<file path="src/rtl/puf_challenge_sender.sv">
// Initiator side of the UART PUF challenge/response link: serialises a challenge LSB-first
// through the uart transmit handshake, then waits for the one-byte response.
// Optional feature macro PUF_TX_CHECKSUM_EN appends an XOR checksum byte to the challenge.
module puf_challenge_sender #(
  parameter int unsigned num_bytes      = 8,
  parameter int unsigned timeout_cycles = 1000000
) (
  input  logic                   clk,
  input  logic                   rst,
  input  logic                   start,
  input  logic [8*num_bytes-1:0] challenge,
  output logic                   busy,
  output logic                   done,
  output logic                   resp_valid,
  output logic                   resp_bit,
  output logic [1:0]             err,
  output logic                   uart_transmit,
  output logic [7:0]             uart_tx_byte,
  input  logic                   uart_is_transmitting,
  input  logic                   uart_received,
  input  logic [7:0]             uart_rx_byte,
  input  logic                   uart_recv_error
);

  localparam int unsigned IdxW = $clog2(num_bytes + 1);
  localparam int unsigned CntW = $clog2(timeout_cycles + 1);
  // The wait ends once the counter's next value would reach timeout_cycles-1.
  localparam logic [CntW-1:0] CntLast = CntW'(timeout_cycles - 2);
`ifdef PUF_TX_CHECKSUM_EN
  localparam logic [IdxW-1:0] LastIdx = IdxW'(num_bytes);
`else
  localparam logic [IdxW-1:0] LastIdx = IdxW'(num_bytes - 1);
`endif

  localparam logic [1:0] ErrOk       = 2'b00;
  localparam logic [1:0] ErrTxStall  = 2'b01;
  localparam logic [1:0] ErrRespTo   = 2'b10;
  localparam logic [1:0] ErrRecvErr  = 2'b11;

  typedef enum logic [2:0] {
    StIdle,
    StSend,
    StWaitTxHi,
    StWaitTxLo,
    StWaitResp,
    StDone
  } state_e;

  state_e                 state_q, state_d;
  logic [IdxW-1:0]        idx_q, idx_d;
  logic [CntW-1:0]        cnt_q, cnt_d;
  logic [8*num_bytes-1:0] chal_q, chal_d;
  logic [7:0]             tx_byte_q, tx_byte_d;
  logic                   resp_valid_q, resp_valid_d;
  logic                   resp_bit_q, resp_bit_d;
  logic [1:0]             err_q, err_d;
  logic                   cnt_hit;
  logic [7:0]             sel_byte;

  assign cnt_hit = (cnt_q >= CntLast);

  always_comb begin
    state_d      = state_q;
    idx_d        = idx_q;
    chal_d       = chal_q;
    resp_valid_d = resp_valid_q;
    resp_bit_d   = resp_bit_q;
    err_d        = err_q;
    unique case (state_q)
      StIdle: begin
        if (start) begin
          chal_d       = challenge;
          resp_valid_d = 1'b0;
          resp_bit_d   = 1'b0;
          err_d        = ErrOk;
          idx_d        = '0;
          state_d      = StSend;
        end
      end
      StSend: state_d = StWaitTxHi;
      StWaitTxHi: begin
        if (uart_is_transmitting) begin
          state_d = StWaitTxLo;
        end else if (cnt_hit) begin
          err_d   = ErrTxStall;
          state_d = StDone;
        end
      end
      StWaitTxLo: begin
        if (!uart_is_transmitting) begin
          if (idx_q == LastIdx) begin
            state_d = StWaitResp;
          end else begin
            idx_d   = idx_q + 1'b1;
            state_d = StSend;
          end
        end else if (cnt_hit) begin
          err_d   = ErrTxStall;
          state_d = StDone;
        end
      end
      StWaitResp: begin
        if (uart_recv_error) begin
          err_d   = ErrRecvErr;
          state_d = StDone;
        end else if (uart_received) begin
          resp_bit_d   = uart_rx_byte[0];
          resp_valid_d = 1'b1;
          state_d      = StDone;
        end else if (cnt_hit) begin
          err_d   = ErrRespTo;
          state_d = StDone;
        end
      end
      StDone:  state_d = StIdle;
      default: state_d = StIdle;
    endcase
  end

  // Byte for the next SEND; an index of num_bytes selects the checksum when enabled.
  always_comb begin
    sel_byte = 8'h00;
    for (int i = 0; i < num_bytes; i++) begin
      if (idx_d == IdxW'(i)) sel_byte = chal_q[8*i +: 8];
    end
`ifdef PUF_TX_CHECKSUM_EN
    if (idx_d == IdxW'(num_bytes)) begin
      sel_byte = 8'h00;
      for (int i = 0; i < num_bytes; i++) sel_byte = sel_byte ^ chal_q[8*i +: 8];
    end
`endif
  end

  always_comb begin
    tx_byte_d = tx_byte_q;
    if (state_d == StSend) begin
      tx_byte_d = (state_q == StIdle) ? challenge[7:0] : sel_byte;
    end
  end

  always_comb begin
    cnt_d = cnt_q;
    if (state_d != state_q) begin
      cnt_d = '0;
    end else if (state_q == StWaitTxHi || state_q == StWaitTxLo || state_q == StWaitResp) begin
      cnt_d = cnt_q + 1'b1;
    end
  end

  always_ff @(posedge clk) begin
    if (rst) begin
      state_q      <= StIdle;
      idx_q        <= '0;
      cnt_q        <= '0;
      chal_q       <= '0;
      tx_byte_q    <= 8'h00;
      resp_valid_q <= 1'b0;
      resp_bit_q   <= 1'b0;
      err_q        <= ErrOk;
    end else begin
      state_q      <= state_d;
      idx_q        <= idx_d;
      cnt_q        <= cnt_d;
      chal_q       <= chal_d;
      tx_byte_q    <= tx_byte_d;
      resp_valid_q <= resp_valid_d;
      resp_bit_q   <= resp_bit_d;
      err_q        <= err_d;
    end
  end

  assign busy          = (state_q == StSend) || (state_q == StWaitTxHi) ||
                         (state_q == StWaitTxLo) || (state_q == StWaitResp);
  assign done          = (state_q == StDone);
  assign uart_transmit = (state_q == StSend);
  assign uart_tx_byte  = tx_byte_q;
  assign resp_valid    = resp_valid_q;
  assign resp_bit      = resp_bit_q;
  assign err           = err_q;

endmodule

</file>
<file path="config.mk">
export PLATFORM = sky130hd
export DESIGN_NAME = puf_challenge_sender
export DESIGN_NICKNAME = d
export VERILOG_FILES = /design/src/rtl/puf_challenge_sender.sv
export SDC_FILE = /design/constraint.sdc
export NUM_CORES = 1
export LEC_CHECK = 0
export CORE_MARGIN = 2
export CORE_UTILIZATION = 52
export DETAILED_ROUTE_END_ITERATION = 6
export GPL_TIMING_DRIVEN = 0
export PLACE_DENSITY = 0.8
export SKIP_LAST_GASP = 1
export SYNTH_ARGS = -nofsm -noshare
export SYNTH_HDL_FRONTEND = slang
export SYNTH_SLANG_ARGS = --single-unit
export TNS_END_PERCENT = 100
</file>
<file path="constraint.sdc">
create_clock -name clk -period 3 [get_ports clk]
set_clock_uncertainty 0.15 [all_clocks]
set_input_delay 0.3 -clock clk [delete_from_list [all_inputs] [get_ports clk]]
set_output_delay 0.3 -clock clk [all_outputs]
set_load 0.03 [all_outputs]
</file>
==> impl_metrics.toml <==
[place]
pre_cts_ws_ns = -0.125
portBuffers = 83
routabilityCongestion = 0.878
dpl-instance-area_um2 = 5810
dpl.hpwl_um = 9640

[synth]
synthMuxAreaShare = 0.0569
postSynthAreaPerCell_um2 = 8.01
synth-seq-cells = 103
syn_area_um2 = 4840
yosysSeqAreaShare = 0.426
synth_cells = 604
synth_edf_count = 0
yosys_warnings = 0
synth_commonest_cells = "144 x nand2_1, 103 x dfxtp_1, 81 x a21oi_1, 61 x nor2_1, 26 x mux2i_1"
synthAdderAreaFrac = 0.00983
synth_top_flop_cell = "dfxtp_1"
async_flop_share = 0
synthMostInstantiatedCell = "nand2_1"
synth_top_area_frac = 0.426
yosys.area.top_type = "dfxtp_1"
synthTopCellsByArea = "dfxtp_1 43%, nand2_1 11%, a21oi_1 8.4%"
synth_cell_types = 54
synth-xor-area-share = 0.0362
yosys.area_share.simple = 0.227
synth_top_family_by_area = "simple AND/OR/NAND/NOR gates"
syn_nets = 685
synth-compound-area-share = 0.198

[cells_and_area]
finish.utilization = 0.658
area_growth_pct = 24.4
fin_nets = 778
drive_gt1_frac = 0.0541
diodes = 0
postLayoutCellArea_um2 = 6020

[run]
drv_cap = 0

[route]
first_pass_iters = 5
ant_nets = 0
drt-total-wl_um = 12900
vias_per_cell = 5.64
vias = 4588
drt_iter0_markers = 235
drt_drc_violations_left = 0
routedWlPerCell_um = 15.9

[worst_setup_path]
critPathKind = "flip-flop to flip-flop"
end_kind = "flip-flop"
rrSetupSlack_ns = 0.12
crit_family = "compound AO/OA/AOI/OAI gates"
critPathLaunchType = "flip-flop"
critPathMaxFanout = 8
required_ns = 3.12
crit_chain = "ha_2, nand3b_1, a21o_1, mux2_4, buf_6, a31oi_4, o221ai_1, a221o_1, a22o_1"
cp.arrival_ns = 3.00
critPathCapture = "uart_tx_byte[0]"
worstReg2RegStart = "idx_q[1]"
r2r_end = "uart_tx_byte[0]"
cp_num_cells = 9
critPathBufInv = 1
cpPeakStageDelay_ns = 0.40
startpoint = "idx_q[1]"
critical_path.slowest_cell = "dfxtp_2"
r2r_cells = 9

[clock_tree]
clock_latency_ns = 0.36
cts_buffer_depth = 2
cts.reportedPaths.clkPinSlew_ns = 0.10
numCtsBuffers = 9
cts_tree = "yes"
postCtsSetupRepairBufs = 0
root_buffer = "clkbuf_8"
clkSinkCount = 103
ctsHtreeMaxLevel = 3

[timing]
min_period_ns = 2.88
slew_violations = 0
relSlewSlack = 0.280
worst_pin_slew_ns = 1.07
setup_slack_ns = 0.119
tns_ns = 0
period_share = 0.960
fmax_mhz = 347
setup_viol = 0
grt_setup_unrepaired = "true"
hold_violations = 0

[floorplanning]
core-area_um2 = 9150
start_util = 0.529
die_w_um = 100
die_h_um = 100
num_rows = 35
dieArea_um2 = 10100
io_pins = 93

[power]
p_leak_nw = 2.29
powerDensity_nw_per_um2 = 512
share_seq_of_total_power = 0.495
intPower_mw = 2.14
pwr-share-comb = 0.209
pwr-share-clk = 0.296
p_sw_mw = 0.939
ir_worst_vdd_v = 0.000261
swShare = 0.305

[grt]
grt_pass1_wl_um = 20900
grt_max_degree = 19
grt_use_total = 0.260
grt_overflow_total = 0
antenna_found_initial = 0
grt_pass1_vias = 4301

[outcome]
outcome = "finished clean"

[worst_hold_path]
worstHoldPathType = "input port to flip-flop"
worst register-to-register path, cell delays in order (launching register included):
cell and delay [ns]:
dfxtp_2 0.40, ha_2 0.26, nand3b_1 0.24, a21o_1 0.23, mux2_4 0.26, buf_6 0.15, a31oi_4 0.30, o221ai_1 0.24
a221o_1 0.36, a22o_1 0.20
layout make-up:
cell class / count / area (um^2)
buffer: 37 / 185
clock buffer: 10 / 128
clock inverter: 6 / 76.3
fill: 772 / 3130
inverter: 9 / 33.8
multi-input combinational: 454 / 2560
sequential: 103 / 2060
tap: 111 / 139
timing repair buffer: 83 / 831
timing repair:
action,CTS,global route
setup endpoints to repair,1,28
hold buffers,0,0
gates cloned,0,0
pin swaps,0,0
gates resized for setup,0,8
kinds of logic after synthesis:
family | Yosys count
buffers and inverters | 47
XOR/XNOR | 20
flip-flops | 103
adder cells (fa/ha/maj) | 4
AND/OR/NAND/NOR | 255
multiplexers | 27
AO/OA/AOI/OAI | 148
flip-flops by register name, indices dropped and copies added (netlist names):
register and flops:
state_q 3, resp_valid 1, uart_tx_byte 8, cnt_q 20
resp_bit 1, err 2, idx_q 4, chal_q 64
through the flow:
stage / cells / hold slack, ns / total power [mW]
5_1_grt: 813 / 0.325 / 3.20
6_report: 813 / 0.278 / 3.08
3_3_place_gp: 798 / 0.295 / 2.17
3_5_place_dp: 798 / 0.298 / 2.18
4_1_cts: 813 / 0.267 / 3.07
2_1_floorplan: 604 / 0.286 / 1.92
routing by layer:
| metal | GRT usage | vias up | wire length [um] |
|---|---|---|---|
| met5 | 0 | - | 0 |
| met4 | 0.0738 | 0 | 162 |
| met3 | 0.0361 | 13 | 762 |
| met2 | 0.419 | 155 | 6000 |
| met1 | 0.365 | 2147 | 5980 |
| li1 | - | 2273 | - |
worst min-delay path by stage:
stage	cells past startpoint	slack (ns)	from	to
detailed placement	2	0.30	chal_q[7]	chal_q[7]
global route	3	0.33	challenge[18]	chal_q[18]
finish	4	0.28	uart_is_transmitting	state_q[1]
floorplan	2	0.29	chal_q[10]	chal_q[10]
global placement	2	0.30	resp_valid	resp_valid
CTS	4	0.27	uart_is_transmitting	state_q[1]
power by group through the flow:
stage / Combinational, mW / Clock [mW] / Sequential, mW
2_1_floorplan: 0.359 / 0 / 1.57
3_3_place_gp: 0.618 / 0 / 1.55
3_5_place_dp: 0.631 / 0 / 1.55
4_1_cts: 0.635 / 0.916 / 1.52
5_1_grt: 0.702 / 0.967 / 1.53
6_report: 0.644 / 0.911 / 1.52
placed cells by master (no fill, tap or decap), types with 3 or more instances in the layout:
| cell type | count |
|---|---|
| a21o_1 | 10 |
| a21oi_1 | 81 |
| a221o_1 | 8 |
| a22o_1 | 8 |
| and3_1 | 3 |
| buf_1 | 6 |
| buf_4 | 3 |
| buf_6 | 4 |
| clkbuf_1 | 21 |
| clkbuf_8 | 9 |
| clkdlybuf4s50_1 | 83 |
| dfxtp_1 | 101 |
| inv_1 | 9 |
| mux2i_1 | 26 |
| nand2_1 | 144 |
| nand2b_1 | 3 |
| nand3_1 | 15 |
| nand4_1 | 4 |
| nor2_1 | 60 |
| nor3_1 | 5 |
| nor4_1 | 3 |
| o21ai_0 | 12 |
| o221ai_1 | 9 |
| xnor2_1 | 14 |
| xor2_1 | 6 |
(Power assumes the default switching activity.)
